$ cat config.mk
export PLATFORM = sky130hd
export DESIGN_NAME = serial_adder
export DESIGN_NICKNAME = d
export VERILOG_FILES = /design/src/rtl/full_adder.sv /design/src/rtl/serial_adder_gates.sv /design/src/rtl/serial_adder.sv
export SDC_FILE = /design/constraint.sdc
export NUM_CORES = 1
export LEC_CHECK = 0
export ABC_AREA = 1
export CAP_MARGIN = 25
export CORE_UTILIZATION = 30
export DETAILED_ROUTE_END_ITERATION = 10
export DONT_BUFFER_PORTS = 1
export GPL_TIMING_DRIVEN = 0
export PLACE_DENSITY = 0.44
export SETUP_SLACK_MARGIN = 0.05
export SLEW_MARGIN = 5
export SYNTH_ARGS = -nofsm -noshare
export SYNTH_HDL_FRONTEND = slang
export SYNTH_SLANG_ARGS = --single-unit
$ cat constraint.sdc
create_clock -name clk_i -period 2.14 [get_ports clk_i]
set_clock_uncertainty 0.2 [all_clocks]
set_input_delay 0.428 -clock clk_i [delete_from_list [all_inputs] [get_ports clk_i]]
set_output_delay 0.428 -clock clk_i [all_outputs]
set_load 0.01 [all_outputs]
$ cat src/rtl/full_adder.sv
// One-bit full adder built from discrete gates; the single arithmetic slice
// that the serial adder reuses every cycle.
module full_adder (
  input  logic a_i,
  input  logic b_i,
  input  logic carry_in_i,
  output logic sum_o,
  output logic carry_out_o
);
  logic ab_xor;
  logic ab_and;
  logic prop_and;

  xor_gate u_xor_ab  (.a_i(a_i),    .b_i(b_i),        .y_o(ab_xor));
  xor_gate u_xor_sum (.a_i(ab_xor), .b_i(carry_in_i), .y_o(sum_o));
  and_gate u_and_gen (.a_i(a_i),    .b_i(b_i),        .y_o(ab_and));
  and_gate u_and_prp (.a_i(ab_xor), .b_i(carry_in_i), .y_o(prop_and));
  or_gate  u_or_cout (.a_i(ab_and), .b_i(prop_and),   .y_o(carry_out_o));
endmodule

$ cat src/rtl/serial_adder_gates.sv
// Primitive two-input gates used to build the bit-slice full adder.
module xor_gate (
  input  logic a_i,
  input  logic b_i,
  output logic y_o
);
  assign y_o = a_i ^ b_i;
endmodule

module and_gate (
  input  logic a_i,
  input  logic b_i,
  output logic y_o
);
  assign y_o = a_i & b_i;
endmodule

module or_gate (
  input  logic a_i,
  input  logic b_i,
  output logic y_o
);
  assign y_o = a_i | b_i;
endmodule

$ cat src/rtl/serial_adder.sv
// Bit-serial WIDTH-bit adder: one full_adder slice processes one bit pair per
// clock, LSB first, with a start/busy/done handshake and a registered result.
//
// state    | meaning
// ST_IDLE  | waiting for start_i, result held
// ST_SHIFT | one bit pair added per clock
// ST_DONE  | result newly valid (done_o); start_i here chains back-to-back
module serial_adder #(
  parameter int WIDTH = 8
) (
  input  logic             clk_i,
  input  logic             rst_i,
  input  logic             start_i,
  input  logic [WIDTH-1:0] a_i,
  input  logic [WIDTH-1:0] b_i,
  input  logic             carry_in_i,
  output logic             busy_o,
  output logic             done_o,
  output logic [WIDTH-1:0] sum_o,
  output logic             carry_out_o
);
  localparam int CW = (WIDTH > 1) ? $clog2(WIDTH) : 1;
  localparam logic [CW-1:0] LAST_BIT = CW'(WIDTH - 1);

  localparam logic [1:0] ST_IDLE  = 2'd0;
  localparam logic [1:0] ST_SHIFT = 2'd1;
  localparam logic [1:0] ST_DONE  = 2'd2;

  logic [1:0]       state_q, state_d;
  logic [CW-1:0]    count_q, count_d;
  logic             carry_q, carry_d;
  logic [WIDTH-1:0] a_sh_q, a_sh_d;
  logic [WIDTH-1:0] b_sh_q, b_sh_d;
  logic [WIDTH-1:0] s_sh_q, s_sh_d;
  logic [WIDTH-1:0] sum_q, sum_d;
  logic             cout_q, cout_d;

  logic fa_sum;
  logic fa_cout;

  full_adder u_full_adder (
    .a_i        (a_sh_q[0]),
    .b_i        (b_sh_q[0]),
    .carry_in_i (carry_q),
    .sum_o      (fa_sum),
    .carry_out_o(fa_cout)
  );

  always_comb begin
    state_d = state_q;
    count_d = count_q;
    carry_d = carry_q;
    a_sh_d  = a_sh_q;
    b_sh_d  = b_sh_q;
    s_sh_d  = s_sh_q;
    sum_d   = sum_q;
    cout_d  = cout_q;

    case (state_q)
      ST_IDLE, ST_DONE: begin
        if (start_i) begin
          a_sh_d  = a_i;
          b_sh_d  = b_i;
          carry_d = carry_in_i;
          count_d = '0;
          state_d = ST_SHIFT;
        end else begin
          state_d = ST_IDLE;
        end
      end
      ST_SHIFT: begin
        // Sum bits enter at the MSB so the LSB lands at bit 0 after WIDTH shifts.
        s_sh_d  = {fa_sum, s_sh_q[WIDTH-1:1]};
        a_sh_d  = {1'b0, a_sh_q[WIDTH-1:1]};
        b_sh_d  = {1'b0, b_sh_q[WIDTH-1:1]};
        carry_d = fa_cout;
        count_d = count_q + 1'b1;
        if (count_q == LAST_BIT) begin
          sum_d   = {fa_sum, s_sh_q[WIDTH-1:1]};
          cout_d  = fa_cout;
          state_d = ST_DONE;
        end
      end
      default: state_d = ST_IDLE;
    endcase
  end

  always_ff @(posedge clk_i) begin
    if (rst_i) begin
      state_q <= ST_IDLE;
      count_q <= '0;
      carry_q <= 1'b0;
      a_sh_q  <= '0;
      b_sh_q  <= '0;
      s_sh_q  <= '0;
      sum_q   <= '0;
      cout_q  <= 1'b0;
    end else begin
      state_q <= state_d;
      count_q <= count_d;
      carry_q <= carry_d;
      a_sh_q  <= a_sh_d;
      b_sh_q  <= b_sh_d;
      s_sh_q  <= s_sh_d;
      sum_q   <= sum_d;
      cout_q  <= cout_d;
    end
  end

  assign busy_o      = (state_q == ST_SHIFT);
  assign done_o      = (state_q == ST_DONE);
  assign sum_o       = sum_q;
  assign carry_out_o = cout_q;
endmodule

==> results summary <==
The area growth from synthesis to layout came out at 12.7%. After synthesis, the largest family of logic cells by area is simple AND/OR/NAND/NOR gates. Setup repair after global routing left no endpoint under its margin. The die height came out at slightly below 80 µm.

The post-synthesis compound-gate area fraction came out at 0.0616. The sum of negative setup slack came out at 0 ns. The largest fanout of any net on the critical path came out at 10. The count of hold buffers inserted by post-cts repair came out at 0.

Of the total synthesized cell area, the portion taken by AND, OR, NAND and NOR gates is 0.342. The startpoint identified for the worst hold timing path is b_i[2]. The top metal layer carrying routed signals is met4. The number of DRC violations after detailed routing is 0.

The maximum buffer depth of the clock tree came out at 2. The site row count is 27. The later pin in the worst-skew pair is clocked with a latency of 0.29 ns. The power density over the cells came out at a little under 900 nW/µm². The kind of end point of the critical path is a primary output. For this configuration, the core starts out at a cell density of 0.317. Of the total synthesized cell area, the portion taken by XOR and XNOR cells is 0.

For this design, the slowest cell found on the critical path is sky130_fd_sc_hd__dfxtp_1. The number of buffers inserted during clock tree synthesis is 5. The met3 wirelength from detailed routing is 214 µm. The reported max-cap violation count is 0. The pin count of the biggest net entering global routing came out at 14. The total congestion overflow came out at 0. Setup violations remaining at the end of the flow were counted as 0. After filler insertion, the fill cell instance count of the layout stands at 614. The fraction of post-synthesis cell area in the top cell type by area is 0.425. The slew of the pin with the lowest slew margin is 0.401 ns. The min-delay analysis places its worst path in the category input pin to flop.

The flop and latch count out of synthesis came out at 38. The top achievable clock speed came out at ~540 MHz. The register clock-pin slew on the reported worst setup and hold paths is 0.09 ns. The post-synth design cell area is 1790 µm². The number of buffers and inverters on the critical path is 2.

The die boundary width came out at 79.2 µm. The repair_antennas step left the layout with diodes totalling 0. The final clock period utilization by the worst path is 0.864.

The library cell occupying the most area in the post-synthesis netlist is sky130_fd_sc_hd__dfxtp_1. The gate family responsible for the most delay along the worst path is flip-flops. CTS saw 38 sinks.

The count of port buffers added during placement came out at 0. The number of top-level pins came out at 31. At the end of routability-driven placement, the weighted congestion stood at 0.679. The die covers between 6000 and 7000 µm².

The worst setup path is of the flop to primary output kind. The count of final max-slew check failures was 0. The path with the worst hold slack has its endpoint at b_sh_q[2].

Once the clock tree was built, the resizer swapped 0 gates to a different size. STA classifies the critical path startpoint as a flop. The library cells used most frequently in the layout, excluding fill and tap cells, are sky130_fd_sc_hd__nand2_1, sky130_fd_sc_hd__nand3_1, sky130_fd_sc_hd__dfxtp_1, sky130_fd_sc_hd__inv_1, sky130_fd_sc_hd__nor2_1.

The tree is rooted in a sky130_fd_sc_hd__clkbuf_8. The sequential share of the synthesized area came out at 0.425. The fraction of final layout cells sized beyond drive strength 1 is 0.112. The post-synthesis average cell area came out at 7.12 µm². The total area inside the core boundary comes to about 5600 µm². The core occupancy in the finished layout is 0.357. The number of global-route vias before repair is 1455.

The number of different library cells used by synthesis comes to 19. The static leakage came out at 0.000947 µW. The global-route usage over all layers came out at 0.145. The adder and majority gate portion of the synthesized area came out at 0.0252. In this run the remaining antenna-violating nets after routing total 0. The total length of routed wires came out at 4150 µm. The endpoint identified for the worst register-to-register timing path is carry_out_o. By area the synthesized netlist is led by sky130_fd_sc_hd__dfxtp_1, sky130_fd_sc_hd__nand3_1, sky130_fd_sc_hd__nand2_1.

The run finished with clean final reports. The relative max-transition margin is 0.733. The first routing iteration left 72 violations. The worst-case hold slack came out at 0.0814 ns. Setup slack on the worst reg-to-reg path comes out at 0.42 ns. For the worst flop-to-flop path, the logic depth is 6. The number of endpoints with negative hold slack in the final report came out at 0. TritonCTS built the clock tree. The per-cell routed wire length came out at 12.5 µm. The met2 layer wire length in the routed design is between 1500 and 2000 µm.

The met1 wire length is 2050 µm. The largest incremental delay on the critical path is 0.40 ns. The data required time of the critical path came out at 1.51 ns. In this run the number of H-tree levels came out at 2. The fraction of synthesized area in multiplexers is 0.

The count of TritonRoute iterations in the first routing pass came out at 4. The most common cell after layout, fill and taps aside is sky130_fd_sc_hd__nand2_1. The HPWL after detailed placement came out at 2950 µm. Walking the worst path, the cells encountered are inv_2 > buf_2 > nor2_1. The count of yosys warnings during synthesis came out at 0. The number of cells on the worst hold path is 2. The post-synthesis net count is 274. Data on the critical path arrives at its endpoint at roughly 1.2 ns. The post-route minimum period came out at 1.85 ns.

The first global-routing pass estimated 6980 µm of wire. The initial antenna violation count came out at 0. The post-CTS setup buffer count came out at 0. After detailed routing, the number of vias per cell comes to 4.55. The via count is about 1.5k. Synthesis produced between 200 and 300 cells. The startpoint identified for the worst register-to-register timing path is count_q[0]. At the end of the flow, the number of nets in the layout was 281. Across the VDD grid, the largest voltage drop is 0.320 mV.
area by class of cell:
cell class | instances | area [µm²] | area share
buffer | 16 | 125 | 0.0621
clock inverter | 3 | 68.8 | 0.0341
sequential | 38 | 761 | 0.377
multi-input combinational | 161 | 767 | 0.381
inverter | 36 | 135 | 0.0670
clock buffer | 5 | 68.8 | 0.0341
tap | 72 | 90.1 | 0.0447
where the power goes:
group | switching (µW) | total, µW | internal, µW
sequential | 20.4 | 777 | 756
clock | 275 | 742 | 467
combinational | 152 | 250 | 98.7
total | 447 | 1770 | 1320
registers in the layout (all words and copies together) (netlist names):
signal and cells:
count_q 3, carry_q 1, sum_o 8, carry_out_o 1, a_sh_q 8, b_sh_q 8
state_q 2, s_sh_q 7
Yosys cell counts:
cell type,n
sky130_fd_sc_hd__buf_4,6
sky130_fd_sc_hd__fa_1,1
sky130_fd_sc_hd__o21ai_0,10
sky130_fd_sc_hd__clkbuf_1,1
sky130_fd_sc_hd__buf_6,5
sky130_fd_sc_hd__a21oi_1,12
sky130_fd_sc_hd__nor2_1,28
sky130_fd_sc_hd__ha_1,2
sky130_fd_sc_hd__inv_1,34
sky130_fd_sc_hd__inv_2,2
sky130_fd_sc_hd__nand3_1,41
sky130_fd_sc_hd__nand3b_1,3
sky130_fd_sc_hd__nor3_1,15
sky130_fd_sc_hd__nor2_4,1
sky130_fd_sc_hd__nand2_4,1
sky130_fd_sc_hd__nand2_1,45
sky130_fd_sc_hd__dfxtp_1,38
sky130_fd_sc_hd__nand2_2,2
sky130_fd_sc_hd__buf_2,4
worst max path at each step:
stage,cells after the start,start,end
5_1_grt,3,state_q[1],done_o
2_1_floorplan,6,count_q[0],sum_o[4]
3_5_place_dp,6,count_q[0],sum_o[4]
4_1_cts,3,state_q[1],done_o
3_3_place_gp,6,count_q[0],carry_out_o
6_report,3,state_q[1],done_o
per-layer routing:
layer | up-vias | GRT usage
li1 | 798 | -
met1 | 673 | 0.190
met2 | 30 | 0.223
met3 | 4 | 0.0425
met4 | 0 | 0.0527
met5 | - | 0
cell families (layout without fill, tap and decap cells):
family                   Yosys count  count (layout)
AND/OR/NAND/NOR                  136             136
buffers and inverters             52              60
flip-flops                        38              38
AO/OA/AOI/OAI                     22              22
adder cells (fa/ha/maj)            3               3
per-stage QoR:
stage | instances | setup WS [ns] | power (µW) | cell area, µm²
6_report | 331 | 0.290 | 1770 | 2020
5_1_grt | 331 | 0.207 | 1870 | 2020
4_1_cts | 331 | 0.270 | 1790 | 2020
3_5_place_dp | 323 | 0.428 | 1050 | 1880
3_3_place_gp | 323 | 0.452 | 1050 | 1880
2_1_floorplan | 251 | 0.713 | 991 | 1790
(Power assumes the default switching activity.)
